--- src/rtl/matrix_row_fetcher.sv ---
// rtl/matrix_row_fetcher.sv - Avalon-MM read master fetching a run of ROM rows into a valid/ready stream.
// Optional read watchdog enabled by defining FETCH_TIMEOUT_EN.
module matrix_row_fetcher #(
   parameter int ROW_W          = 64,
   parameter int ADDR_W         = 32,
   parameter int NUM_ROWS       = 8,
   parameter int TIMEOUT_CYCLES = 63
) (
   input  logic              clk,
   input  logic              reset_n,
   input  logic              start,
   input  logic [ADDR_W-1:0] cfg_base,
   input  logic [3:0]        cfg_count,
   output logic [ADDR_W-1:0] avm_address,
   output logic              avm_read,
   input  logic [ROW_W-1:0]  avm_readdata,
   input  logic              avm_readdatavalid,
   input  logic              avm_waitrequest,
   output logic [ROW_W-1:0]  row_data,
   output logic [3:0]        row_idx,
   output logic              row_valid,
   input  logic              row_ready,
   output logic              busy,
   output logic              done,
   output logic              error
);

   typedef enum logic [2:0] {
      S_IDLE,
      S_ISSUE,
      S_WAIT_DATA,
      S_PUSH,
      S_DONE
   } state_t;

   localparam logic [3:0] DEF_COUNT = 4'(NUM_ROWS);

   state_t            state_q, state_d;
   logic [ADDR_W-1:0] base_q, base_d;
   logic [ADDR_W-1:0] addr_q, addr_d;
   logic [3:0]        count_q, count_d;
   logic [3:0]        cnt_q, cnt_d;
   logic [3:0]        idx_q, idx_d;
   logic [ROW_W-1:0]  data_q, data_d;
   logic [3:0]        cnt_inc;

`ifdef FETCH_TIMEOUT_EN
   localparam int WD_W = $clog2(TIMEOUT_CYCLES + 1);
   logic [WD_W-1:0] wd_q, wd_d;
   logic            err_q, err_d;
`endif

   assign cnt_inc = cnt_q + 4'd1;

   always_comb begin
      state_d  = state_q;
      base_d   = base_q;
      addr_d   = addr_q;
      count_d  = count_q;
      cnt_d    = cnt_q;
      idx_d    = idx_q;
      data_d   = data_q;
      avm_read = 1'b0;
`ifdef FETCH_TIMEOUT_EN
      wd_d     = wd_q;
      err_d    = err_q;
`endif
      case (state_q)
         S_IDLE: begin
            if (start) begin
               base_d  = cfg_base;
               addr_d  = cfg_base;
               count_d = (cfg_count == 4'd0) ? DEF_COUNT : cfg_count;
               cnt_d   = 4'd0;
`ifdef FETCH_TIMEOUT_EN
               err_d   = 1'b0;
`endif
               state_d = S_ISSUE;
            end
         end
         S_ISSUE: begin
            // Strobe is gated by waitrequest so a stalled slave never sees a held read.
            if (!avm_waitrequest) begin
               avm_read = 1'b1;
`ifdef FETCH_TIMEOUT_EN
               wd_d     = '0;
`endif
               state_d  = S_WAIT_DATA;
            end
         end
         S_WAIT_DATA: begin
            if (avm_readdatavalid) begin
               data_d  = avm_readdata;
               idx_d   = cnt_q;
               state_d = S_PUSH;
            end
`ifdef FETCH_TIMEOUT_EN
            else if (wd_q == WD_W'(TIMEOUT_CYCLES - 1)) begin
               err_d   = 1'b1;
               state_d = S_DONE;
            end else begin
               wd_d = wd_q + 1'b1;
            end
`endif
         end
         S_PUSH: begin
            if (row_ready) begin
               cnt_d = cnt_inc;
               if (cnt_inc == count_q) begin
                  state_d = S_DONE;
               end else begin
                  addr_d  = base_q + ADDR_W'(cnt_inc);
                  state_d = S_ISSUE;
               end
            end
         end
         S_DONE: begin
            state_d = S_IDLE;
         end
         default: begin
            state_d = S_IDLE;
         end
      endcase
   end

   always_ff @(posedge clk or negedge reset_n) begin
      if (!reset_n) begin
         state_q <= S_IDLE;
         base_q  <= '0;
         addr_q  <= '0;
         count_q <= '0;
         cnt_q   <= '0;
         idx_q   <= '0;
         data_q  <= '0;
`ifdef FETCH_TIMEOUT_EN
         wd_q    <= '0;
         err_q   <= 1'b0;
`endif
      end else begin
         state_q <= state_d;
         base_q  <= base_d;
         addr_q  <= addr_d;
         count_q <= count_d;
         cnt_q   <= cnt_d;
         idx_q   <= idx_d;
         data_q  <= data_d;
`ifdef FETCH_TIMEOUT_EN
         wd_q    <= wd_d;
         err_q   <= err_d;
`endif
      end
   end

   assign avm_address = addr_q;
   assign row_data    = data_q;
   assign row_idx     = idx_q;
   assign row_valid   = (state_q == S_PUSH);
   assign busy        = (state_q == S_ISSUE) || (state_q == S_WAIT_DATA) || (state_q == S_PUSH);
   assign done        = (state_q == S_DONE);
`ifdef FETCH_TIMEOUT_EN
   assign error       = err_q;
`else
   assign error       = 1'b0;
`endif

endmodule

--- config.mk ---
export PLATFORM = sky130hd
export DESIGN_NAME = matrix_row_fetcher
export DESIGN_NICKNAME = d
export VERILOG_FILES = /design/src/rtl/matrix_row_fetcher.sv
export SDC_FILE = /design/constraint.sdc
export NUM_CORES = 1
export LEC_CHECK = 0
export CORE_MARGIN = 2
export CORE_UTILIZATION = 47
export DETAILED_ROUTE_END_ITERATION = 7
export GPL_ROUTABILITY_DRIVEN = 0
export PLACE_DENSITY_LB_ADDON = 0.2
export SYNTH_ARGS = -nofsm -noshare
export SYNTH_HDL_FRONTEND = slang
export SYNTH_SLANG_ARGS = --single-unit
export TNS_END_PERCENT = 100
--- constraint.sdc ---
create_clock -name clk -period 3.15 [get_ports clk]
set_clock_uncertainty 0.1 [all_clocks]
set_input_delay 0.63 -clock clk [delete_from_list [all_inputs] [get_ports clk]]
set_output_delay 0.63 -clock clk [all_outputs]
set_load 0.005 [all_outputs]
Word-level counts from Yosys, hierarchy flattened
Cells that the tools add are included.

operators by class
  add/sub/neg operators = 2
  multiplexer cells = 16
  reduce and logical (&&, ||, !) cells = 10
  equality and inequality tests = 10

operator list
  operator                                               count
  2-to-1 mux 32 bit                                      3
  case mux 32 bit (2 select lines)                       1
  adder 32 x 4 -> 32 bit                                 1
  2-to-1 mux 3 bit                                       5
  2-to-1 mux 4 bit                                       3
  case mux 3 bit (4 select lines)                        1
  inequality test 2 bit, second input constant           4
  case mux 4 bit (2 select lines)                        1
  AND reduction 4 bit                                    2
  == test 3 x 2 -> 1 bit, second input constant          2
  adder 4 x 1 -> 4 bit, second input constant            1
  == test 4 bit                                          1
  logical NOT 4 bit                                      1
  AND reduction 2 bit                                    2
  == test 3 x 1 -> 1 bit, second input constant          1
  == test 3 bit, second input constant                   1
  logical NOT 3 bit                                      1
  AND reduction 3 bit                                    1
  logical OR 1 bit                                       2
  2-to-1 mux 1 bit                                       2
  inequality test 2 x 1 -> 1 bit, second input constant  1
  nonzero test 2 bit                                     1

word-level totals
  bits of input ports = 106
  output and inout bits = 105
  flip-flop bits (word level) = 143

Depth between registers and ports, before layout
  word-level depth = 5
  depth in mapped cells = 10
  mapped depth without buffers = 8

Least setup slack after synthesis
OpenSTA, ideal clock, no wires.

  kind = register to register
  start point = register cnt_q[0]
  end point = register addr_q[7] (netlist: avm_address[7])
  period minus slack after synthesis = 2.650 ns
  setup slack = 0.500 ns
  path buffers = 2
  stages on the path, launching flop included = 10
  data arrival time = 2.467 ns
  cells stage by stage = dfrtp_1 > ha_1 > ha_1 > a211oi_1 > o21ba_2 > buf_2 > clkbuf_1 > o21ai_0 > a31o_2 > o21ai_0

on the way
  longest elaborated chain between the ends = 5
  elaborated cells between the ends (all ways) = 8
  classes of those cells = add/sub (2); eq/ne (2); mux (3); reduce/logical (1)

RTL lines
  item                              RTL line  RTL
  start: declaration                42        logic [3:0] cnt_q, cnt_d;
  start signal: assignment          144       cnt_q <= cnt_d;
  adder 4 x 1 -> 4 bit *            53        assign cnt_inc = cnt_q + 4'd1;
  adder 32 x 4 -> 32 bit            112       addr_d = base_q + ADDR_W'(cnt_inc);
  2-to-1 mux 32 bit                 109       if (cnt_inc == count_q) begin
  2-to-1 mux 32 bit                 107       if (row_ready) begin
  case mux 32 bit (2 select lines)  68        case (state_q)
  end signal: assignment            142       addr_q <= addr_d;
  end: declaration                  40        logic [ADDR_W-1:0] addr_q, addr_d;

Mark *: on every way between the ends. The rest lies on a longest branch, timed or not. The select of a mux whose other input is x is not followed.
A chain may end at the register's enable or synchronous reset.

Final worst setup path
  start point = register cnt_q[0]
  end point = register addr_q[17] (netlist: avm_address[17])

The elaborated chain is that of the path after synthesis.

==> results.sh <==
export IMPL_worst_slack_ns=0.268
export IMPL_syn_mean_instance_area_um2=11.0
export IMPL_critical_path_endpoint_type="register"
export IMPL_number_of_nets_still_failing_antenna_checks_after_routing=0
export IMPL_drv_max_cap_violation_count=0
export IMPL_count_of_antenna_diodes_in_the_layout=0
export IMPL_grt_antenna_before_repair=1
export IMPL_switching_share_of_power_pct=32.1
export IMPL_finalHoldViolations=0
export IMPL_clock_fmax_mhz=347
export IMPL_net_sw_power_mw=2.96
export IMPL_dp_worst_setup_slack_ns=0.356
export IMPL_detail_route_wl_per_cell_um=17.1
export IMPL_die_x_um=122
export IMPL_slew_limit_headroom_pct=45.4
export IMPL_number_of_enable_type_register_cells_in_the_synthesized_netlist=0
export IMPL_final_period_minus_worst_setup_slack_ns=2.88
export IMPL_worst_skew_pair_late_latency_ns=0.42
export IMPL_die_y_um=122
export IMPL_ys_warnings=0
export IMPL_power_static_leakage_nw=4.04
export IMPL_fillers=1078
export IMPL_first_global_vias=5335
export IMPL_grt_start_max_net_pins=67
export IMPL_clkSinkCount=143
export IMPL_critical_path_top_delay_family="compound AO/OA/AOI/OAI gates"
export IMPL_grt_setup_unrepaired="false"
export IMPL_cts_hold_buffers_added=0
export IMPL_core_region_area_um2=13800
export IMPL_timing_final_crit_share_pct=91.5
export IMPL_final_setup_tns_ns=0
export IMPL_cell_internal_pwr_mw=6.27
export IMPL_fin_hold_ws_ns=0.0914
export IMPL_routed_wl_um=17000
export IMPL_htree_levels=4
export IMPL_async_reset_ff_share_pct=100
export IMPL_final_cells=992
export IMPL_hpwl_um=11900
export IMPL_synth_nets=708
export IMPL_synth_cell_area_um2=6570
export IMPL_finalSetupViolations=0
export IMPL_synthSimpleGateAreaFrac_pct=16.0
export IMPL_synthesis_instances=596
export IMPL_overflow=0
export IMPL_final_cell_mix="clkdlybuf4s50_1, dfrtp_1, nand2_1"
export IMPL_design_die_area_um2=14900
export IMPL_clk_transition_reported_paths_ns=0.06
export IMPL_synthXorXnorAreaFrac_pct=3.43
export IMPL_ys_seq_elements=143
export IMPL_post_route_cells_drive_above_1_share_pct=15.9
export IMPL_synth_fa_ha_area_share_pct=1.26
export IMPL_pre_repair_dr_iteration_count=5
export IMPL_synthMuxAreaShare_pct=13.0
export IMPL_number_of_slew_limit_violations_in_the_final_report=0
export IMPL_slowest_stage="o21ba_2"
export IMPL_startpoint_type="register"
export IMPL_worst_pin_slew_ns=0.820
export IMPL_synth_top_family_by_area="simple AND/OR/NAND/NOR gates"
export IMPL_regToRegEndpoint="avm_address[17]"
export IMPL_critical_path_class="reg2reg"
export IMPL_initial_utilization_pct=47.7
export IMPL_critical_path_cell_list="ha_1 -> xor2_1 -> ha_1 -> o21ai_0 -> o21ba_2 -> o21ai_0 -> a311oi_1 -> a21o_1"
export IMPL_pwr_share_comb_pct=41.2
export IMPL_status="complete, no violations"
export IMPL_post_place_cells=960
export IMPL_rr_worst_depth=8
export IMPL_drt_iter0_markers=256
export IMPL_crit_required_ns=3.41
export IMPL_reg2reg_slack_ns=0.27
export IMPL_crit_arrival_ns=3.14
export IMPL_clk_root_buffer_cell="clkbuf_16"
export IMPL_critPathMaxFanout=19
export IMPL_power_density_cell_area_nw_per_um2=978
export IMPL_clock_path_buffers=2
export IMPL_synth_cell_types=61
export IMPL_ir_worst_vdd_uv=449
export IMPL_share_of_the_yosys_chip_area_belonging_to_registers_pct=54.5
export IMPL_io_pins=211
export IMPL_clock_power_share_pct=22.1
export IMPL_numCtsBuffers=17
export IMPL_hold_path_class="in2async"
export IMPL_seq_power_share_pct=36.7
export IMPL_layout_nets=911
export IMPL_grt_first_pass_wirelength_um=26800
export IMPL_drc_errors=0
export IMPL_tritoncts_clock_tree="built"
export IMPL_critical_path_n_buffers_inverters=0
export IMPL_final_common_cell="clkdlybuf4s50_1"
export IMPL_port_buffer_count=209
export IMPL_num_rows=43
export IMPL_post_drt_via_cell_ratio=5.38
export IMPL_ctsResizeCount=0
export IMPL_synth_top_flop_cell="dfrtp_1"
export IMPL_grt_use_total_pct=23.1
export IMPL_finalCoreUtilization_pct=68.5
export IMPL_synth_compound_area_share_pct=8.97
export IMPL_dr_total_vias=5338
export IMPL_syn_to_final_growth_pct=43.6
export IMPL_critical_path_max_stage_delay_ns=0.51
export IMPL_post_cts_repair_setup_buffers=0
export IMPL_r2r_start="cnt_q[0]"
==> cells by family after synthesis <==
logic type               after synthesis
AND/OR/NAND/NOR                      217
multiplexers                          77
XOR/XNOR                              24
flip-flops                           143
other                                  1
buffers and inverters                 40
AO/OA/AOI/OAI                         88
adder cells (fa/ha/maj)                6
==> worst register-to-register path, cell delays in order (launching register included) <==
cell,delay [ns]
dfrtp_1,0.45
ha_1,0.27
xor2_1,0.25
ha_1,0.33
o21ai_0,0.22
o21ba_2,0.51
o21ai_0,0.23
a311oi_1,0.33
a21o_1,0.12
==> synth_stat cells (all sizes together) (5+ instances only) <==
| library cell | instances | area [um^2] |
|---|---|---|
| a21oi | 6 | 30.0 |
| buf | 14 | 85.1 |
| nor3 | 13 | 65.1 |
| nand3 | 13 | 65.1 |
| xor2 | 6 | 52.6 |
| nand2 | 137 | 517 |
| clkbuf | 22 | 82.6 |
| and4 | 5 | 45.0 |
| o31ai | 7 | 52.6 |
| mux2 | 69 | 777 |
| o21ai | 36 | 180 |
| nor4b | 5 | 58.8 |
| ha | 5 | 62.6 |
| mux2i | 8 | 80.1 |
| xnor2 | 17 | 149 |
| a22oi | 11 | 82.6 |
| dfrtp | 143 | 3580 |
| nor2 | 19 | 71.3 |
| nor4 | 9 | 116 |
==> flip-flops by register name, summed over array words and instances, names as in the netlist <==
name / count
cnt_q: 4
state_q: 3
row_data: 64
avm_address: 32
row_idx: 4
count_q: 4
base_q: 32
==> power by group through the flow <==
stage	clock network (mW)	logic (mW)	registers, mW
global route	2.15	4.17	3.51
floorplan	0	1.88	3.30
finish	2.04	3.81	3.39
detailed placement	0	3.82	3.41
CTS	2.07	3.85	3.39
global placement	0	3.72	3.34
==> layout make-up <==
class	count	area [um^2]	share of cell area, %
Timing Repair Buffer	220	2200	23.3
Clock inverter	10	136	1.45
Inverter	4	15.0	0.159
Multi-Input combinational cell	413	2820	29.8
Clock buffer	22	464	4.92
Tap cell	180	225	2.39
Sequential cell	143	3580	37.9
==> worst max path at each step <==
| stage | from | endpoint | depth (start not counted) |
|---|---|---|---|
| floorplan | cnt_q[0] | avm_address[7] | 9 |
| global placement | cnt_q[0] | avm_address[7] | 8 |
| detailed placement | cnt_q[0] | avm_address[17] | 8 |
| CTS | cnt_q[0] | avm_address[17] | 8 |
| global route | cnt_q[0] | avm_address[17] | 8 |
| finish | cnt_q[0] | avm_address[17] | 8 |
==> through the flow <==
stage / area, um^2 / total power [mW]
2_1_floorplan: 6570 / 5.18
3_3_place_gp: 8830 / 7.06
3_5_place_dp: 8830 / 7.23
4_1_cts: 9440 / 9.31
5_1_grt: 9440 / 9.82
6_report: 9440 / 9.23
==> metal layers <==
| layer | wire length, um | track usage [%] |
|---|---|---|
| met1 | 7060 | 29.2 |
| met2 | 8500 | 38.0 |
| met3 | 1020 | 5.34 |
| met4 | 400 | 9.99 |
| met5 | 13 | 0 |
Note: power is estimated with default switching activity, not from simulation.
